==> config.mk <==
export PLATFORM = sky130hd
export DESIGN_NAME = program_loader
export DESIGN_NICKNAME = d
export VERILOG_FILES = /design/src/rtl/program_loader.sv
export SDC_FILE = /design/constraint.sdc
export NUM_CORES = 1
export LEC_CHECK = 0
export ABC_AREA = 1
export ABC_CLOCK_PERIOD_IN_PS = 2740
export CELL_PAD_IN_SITES_DETAIL_PLACEMENT = 0
export CELL_PAD_IN_SITES_GLOBAL_PLACEMENT = 2
export CORE_MARGIN = 8
export CORE_UTILIZATION = 43
export CTS_CLUSTER_DIAMETER = 120
export DETAILED_ROUTE_END_ITERATION = 8
export PLACE_DENSITY_LB_ADDON = 0.15
export SLEW_MARGIN = 15
export SYNTH_ARGS = -nofsm -noshare
export SYNTH_HDL_FRONTEND = slang
export SYNTH_SLANG_ARGS = --single-unit
==> constraint.sdc <==
create_clock -name clk -period 2.74 [get_ports clk]
set_input_delay 0.411 -clock clk [delete_from_list [all_inputs] [get_ports clk]]
set_output_delay 0.411 -clock clk [all_outputs]
set_load 0.1 [all_outputs]
==> src/rtl/program_loader.sv <==
// Run-time loader for the 16-word instruction store: it takes an 8-bit byte stream and serves the fetch port.
// Build option: define PROGRAM_LOADER_CHECKSUM_EN to add a trailing XOR checksum byte and a sticky load_error.
module program_loader #(
    parameter int unsigned ADDR_WIDTH = 4,
    parameter int unsigned WORD_WIDTH = 16
) (
    input  logic                  clk,
    input  logic                  rst,
    input  logic                  start,
    input  logic [7:0]            byte_in,
    input  logic                  byte_valid,
    output logic                  byte_ready,
    input  logic [ADDR_WIDTH-1:0] address,
    output logic [WORD_WIDTH-1:0] instruction,
    output logic                  cpu_hold,
    output logic                  load_done,
    output logic                  load_error,
    output logic [ADDR_WIDTH:0]   words_loaded
);

    localparam int unsigned DEPTH = 1 << ADDR_WIDTH;
    localparam int unsigned CNT_W = ADDR_WIDTH + 1;

    localparam logic [2:0] S_IDLE = 3'd0;
    localparam logic [2:0] S_LEN  = 3'd1;
    localparam logic [2:0] S_HI   = 3'd2;
    localparam logic [2:0] S_LO   = 3'd3;
`ifdef PROGRAM_LOADER_CHECKSUM_EN
    localparam logic [2:0] S_CHK  = 3'd4;
`endif
    localparam logic [2:0] S_FILL = 3'd5;
    localparam logic [2:0] S_DONE = 3'd6;

    localparam logic [ADDR_WIDTH-1:0] LAST_ADDR = ADDR_WIDTH'(DEPTH - 1);
    localparam logic [CNT_W-1:0]      FULL_CNT  = CNT_W'(DEPTH);

    logic [2:0]            state, state_nxt;
    logic [ADDR_WIDTH-1:0] wr_ptr, wr_ptr_nxt;
    logic [CNT_W-1:0]      n_words, n_words_nxt;
    logic [CNT_W-1:0]      count_nxt;
    logic [7:0]            hi_byte, hi_byte_nxt;
    logic                  hold_nxt, done_nxt, ready_nxt;
    logic                  accept;
    logic [CNT_W-1:0]      len_raw, len_dec;
    logic                  mem_we;
    logic [WORD_WIDTH-1:0] mem_wdata;
    logic [WORD_WIDTH-1:0] mem [DEPTH];

`ifdef PROGRAM_LOADER_CHECKSUM_EN
    logic [7:0] csum, csum_nxt;
    logic       err_q, err_nxt;
`endif

    assign accept  = byte_valid && byte_ready;
    assign len_raw = byte_in[CNT_W-1:0];
    // Zero or oversize length means a full program.
    assign len_dec = (len_raw == '0 || len_raw > FULL_CNT) ? FULL_CNT : len_raw;

    always_ff @(posedge clk or posedge rst) begin
        if (rst) begin
            state        <= S_IDLE;
            wr_ptr       <= '0;
            n_words      <= FULL_CNT;
            words_loaded <= '0;
            hi_byte      <= '0;
            cpu_hold     <= 1'b1;
            load_done    <= 1'b0;
            byte_ready   <= 1'b0;
        end else begin
            state        <= state_nxt;
            wr_ptr       <= wr_ptr_nxt;
            n_words      <= n_words_nxt;
            words_loaded <= count_nxt;
            hi_byte      <= hi_byte_nxt;
            cpu_hold     <= hold_nxt;
            load_done    <= done_nxt;
            byte_ready   <= ready_nxt;
        end
    end

`ifdef PROGRAM_LOADER_CHECKSUM_EN
    always_ff @(posedge clk or posedge rst) begin
        if (rst) begin
            csum  <= '0;
            err_q <= 1'b0;
        end else begin
            csum  <= csum_nxt;
            err_q <= err_nxt;
        end
    end
    assign load_error = err_q;
`else
    assign load_error = 1'b0;
`endif

    always_comb begin
        state_nxt   = state;
        wr_ptr_nxt  = wr_ptr;
        n_words_nxt = n_words;
        count_nxt   = words_loaded;
        hi_byte_nxt = hi_byte;
        hold_nxt    = cpu_hold;
        mem_we      = 1'b0;
        mem_wdata   = '0;
`ifdef PROGRAM_LOADER_CHECKSUM_EN
        csum_nxt    = csum;
        err_nxt     = err_q;
`endif
        case (state)
            S_IDLE: begin
                if (start) begin
                    state_nxt  = S_LEN;
                    wr_ptr_nxt = '0;
                    count_nxt  = '0;
                    hold_nxt   = 1'b1;
`ifdef PROGRAM_LOADER_CHECKSUM_EN
                    csum_nxt   = '0;
                    err_nxt    = 1'b0;
`endif
                end
            end
            S_LEN: begin
                if (accept) begin
                    n_words_nxt = len_dec;
                    state_nxt   = S_HI;
                end
            end
            S_HI: begin
                if (accept) begin
                    hi_byte_nxt = byte_in;
`ifdef PROGRAM_LOADER_CHECKSUM_EN
                    csum_nxt    = csum ^ byte_in;
`endif
                    state_nxt   = S_LO;
                end
            end
            S_LO: begin
                if (accept) begin
                    mem_we    = 1'b1;
                    mem_wdata = WORD_WIDTH'({hi_byte, byte_in});
                    count_nxt = words_loaded + 1'b1;
`ifdef PROGRAM_LOADER_CHECKSUM_EN
                    csum_nxt  = csum ^ byte_in;
`endif
                    // Pointer saturates at the top so a full load never wraps.
                    if (wr_ptr != LAST_ADDR) begin
                        wr_ptr_nxt = wr_ptr + 1'b1;
                    end
                    if (count_nxt == n_words) begin
`ifdef PROGRAM_LOADER_CHECKSUM_EN
                        state_nxt = S_CHK;
`else
                        state_nxt = (n_words < FULL_CNT) ? S_FILL : S_DONE;
`endif
                    end else begin
                        state_nxt = S_HI;
                    end
                end
            end
`ifdef PROGRAM_LOADER_CHECKSUM_EN
            S_CHK: begin
                if (accept) begin
                    if (byte_in != csum) begin
                        err_nxt   = 1'b1;
                        state_nxt = S_IDLE;
                    end else begin
                        state_nxt = (n_words < FULL_CNT) ? S_FILL : S_DONE;
                    end
                end
            end
`endif
            S_FILL: begin
                mem_we    = 1'b1;
                mem_wdata = '0;
                if (wr_ptr == LAST_ADDR) begin
                    state_nxt = S_DONE;
                end else begin
                    wr_ptr_nxt = wr_ptr + 1'b1;
                end
            end
            S_DONE: begin
                state_nxt = S_IDLE;
            end
            default: begin
                state_nxt = S_IDLE;
            end
        endcase

        // Registered outputs follow the state being entered.
        done_nxt  = (state_nxt == S_DONE);
        if (state_nxt == S_DONE) begin
            hold_nxt = 1'b0;
        end
        ready_nxt = (state_nxt == S_LEN) || (state_nxt == S_HI) || (state_nxt == S_LO)
`ifdef PROGRAM_LOADER_CHECKSUM_EN
                 || (state_nxt == S_CHK)
`endif
                 ;
    end

    // Instruction store is intentionally not reset.
    always_ff @(posedge clk) begin
        if (mem_we) begin
            mem[wr_ptr] <= mem_wdata;
        end
    end

    assign instruction = mem[address];

endmodule

==> metrics.txt <==
number of synthesized flops with an enable pin between 200 and 300; grt total ovfl 0; startpoint types input pin; Sink Count 284; DRT Pass-1 Iters 5; DR vias around 7300; cell taking the most area after synthesis edfxtp_1; metal2 WL between 10 and 15 mm; Worst Clk Skew between 8 and 9 ps; DRC Markers 0; total CTS buffers 30; Syn Inst Count between 900 and 1000; # diodes 0; post-synthesis cell type count 31; first-pass GRT wire length between 40 and 50 mm; Hold-fix buffers, CTS 0; measured slew at the worst slew-check pin around 1100 ps; M1 WL around 13 mm; Final WS setup roughly 170 ps; vias per inst about 5.4; min cycle time layout ~2600 ps; Crit path required time between 2000 and 2500 ps; part of the cycle the worst path needs 0.937; die area 33100 um2; maxcap violations 0; Hold Path Class input pin to asynchronous set/reset pin; CTS Buffer Depth 3; Core Rows 60; sequential-to-total area share from yosys stat 0.708; fmax 389 MHz; GP Congestion roughly 0.78; total track usage 0.177; relative slew slack 0.272; Min Hold Slack 238 ps; run status complete, no violations; P_leak between 5 and 6 nW; DRT iter0 DRCs roughly 520; Die Width about 180 um; leading post-synthesis cells by cell area edfxtp_1, dfrtp_1, mux2i_1; Worst-Skew Late Latency 550 ps; CP max FO 56; largest net degree at the start of global routing 57; endpoints failing setup 0; post-CTS sizing 0; CTS tree yes; port buffer count 39; Synth Register Bits about 280; ys flop type edfxtp_1; Ys Warns 0; Net Count, Synth slightly above 900; Area Overhead vs Synth 17.4%; vias in the first global route 7373; initial antenna violation count 0; WL met3 1.63 mm; Synth top area share 0.649; Initial Utilization 0.438; Pwr per Cell Area 783 nW/um2; share of layout cells above drive strength 1 0.141; Setup Buffers After CTS 0; worst setup path category input pin to primary output; IO Pins a little over 40; ys async rst share 0.0986; RSZ-0062 raised after global routing no; Peak VDD IR 0.000600 V; core box area roughly 27000 um2; ANT nets after route 0; crit path DAT around 2200 ps; fin nets about 1000; pre-CTS setup slack 73.9 ps; CP Capture Type primary output; H-tree Lvls 1; Chip Height about 180 um; Synth Area per Inst between 10 and 15 um2; Hold Vio Cnt, Final 0; DR WL/cell approximately 22 um; dpl hpwl approximately 19 mm; Max Transition Viols Final 0; synthesized area about 12000 um2; Top Layer Used met4; WL final 29.2 mm; Clk pin slew, worst setup/hold paths approximately 60 ps; CTS Root Cell clkbuf_16
-- cell usage after synthesis (2+ instances only) --
| master | n |
|---|---|
| buf_4 | 6 |
| buf_1 | 4 |
| mux2i_1 | 64 |
| nor3_1 | 5 |
| nor3_2 | 2 |
| dfrtp_1 | 26 |
| ha_1 | 6 |
| dfstp_2 | 2 |
| o211ai_1 | 64 |
| nand4_1 | 5 |
| edfxtp_1 | 256 |
| buf_12 | 2 |
| nand2_1 | 72 |
| nand3_1 | 30 |
| nor2_1 | 43 |
| buf_6 | 4 |
| o22ai_1 | 2 |
| clkbuf_1 | 23 |
| o21ai_0 | 101 |
| inv_2 | 3 |
| nor2_2 | 2 |
| inv_1 | 108 |
| buf_2 | 7 |
| a21oi_1 | 67 |
-- routing by layer --
metal / GRT usage / up-vias
met4: 0.0567 / 0
met3: 0.0317 / 49
met2: 0.295 / 220
met5: 0 / -
li1: - / 3434
met1: 0.230 / 3568
-- flip-flops by register name (all words and copies together), names as in the netlist --
signal and count:
wr_ptr 4, hi_byte 8, byte_ready 1, cpu_hold 1, n_words 5, words_loaded 5, load_done 1, state 3
mem 256
-- cell families after synthesis --
logic type,Yosys count,synth area share
other,1,0.000317
and+or+nand+nor,163,0.0588
AOI/OAI and AO/OA,235,0.113
adders and majority gates,6,0.00634
muxes,64,0.0541
buffers and inverters,158,0.0589
DFF,284,0.708
-- critical path: stages --
cell and delay [ps]:
buf_6 410, buf_4 370, mux2i_1 220, o21ai_0 140
o211ai_1 240, nand2_1 150, buf_12 190
-- final cells by class --
cell class	instances	area [um2]
Sequential cell	284	8390
Multi-Input combinational cell	469	2810
Inverter	111	417
Timing Repair Buffer	86	925
Clock inverter	15	148
Clock buffer	36	795
Fill cell	2294	13100
Tap cell	341	427
-- layout by cell type, fill, tap and decap left out, types with 3 or more instances in the layout --
master / count
edfxtp_1: 256
clkbuf_1: 5
buf_12: 20
bufinv_16: 3
a21oi_1: 67
clkbuf_16: 31
dfrtp_1: 26
ha_1: 6
nand2_1: 72
clkinv_2: 6
o21ai_0: 101
inv_1: 108
nor2_1: 31
clkdlybuf4s50_1: 12
clkinv_1: 5
inv_2: 3
o211ai_1: 64
buf_4: 51
nor2_2: 14
nor3_2: 4
nand4_1: 5
mux2i_1: 64
nand3_1: 30
-- per-stage QoR --
step	TNS (ps)	cell area, um2	power (mW)	utilization	std cells
global route	0	13900	11.3	0.515	1342
floorplan	-16640	11900	6.39	-	911
finish	0	13900	10.9	0.515	1342
global placement	0	13000	7.03	0.480	1291
CTS	0	13900	11.0	0.515	1342
detailed placement	0	13000	7.07	0.480	1291
-- final timing paths --
kind | from | endpoint | slack (ps) | depth (start not counted)
worst max-delay path | address[0] | instruction[7] | 170 | 7
worst min-delay path | rst | load_done$_DFF_PP0_ | 240 | 3
worst max register to register | state[2]$_DFF_PP0_ | mem[14][10]$_DFFE_PP_ | 310 | 7
worst min register to register | hi_byte[7]$_DFFE_PP0P_ | hi_byte[7]$_DFFE_PP0P_ | 520 | 2
max in group asynchronous | rst | n_words[4]$_DFFE_PP1P_ | 2180 | 3
min in group clk | byte_in[5] | hi_byte[5]$_DFFE_PP0P_ | 480 | 3
-- power by group --
part	leakage [nW]	internal, mW	switching, mW
logic	2.13	0.511	1.34
registers	2.71	5.00	0.114
clock network	0.466	2.32	1.60
total	5.30	7.83	3.05
No activity file was read; power rests on OpenSTA's default activity.
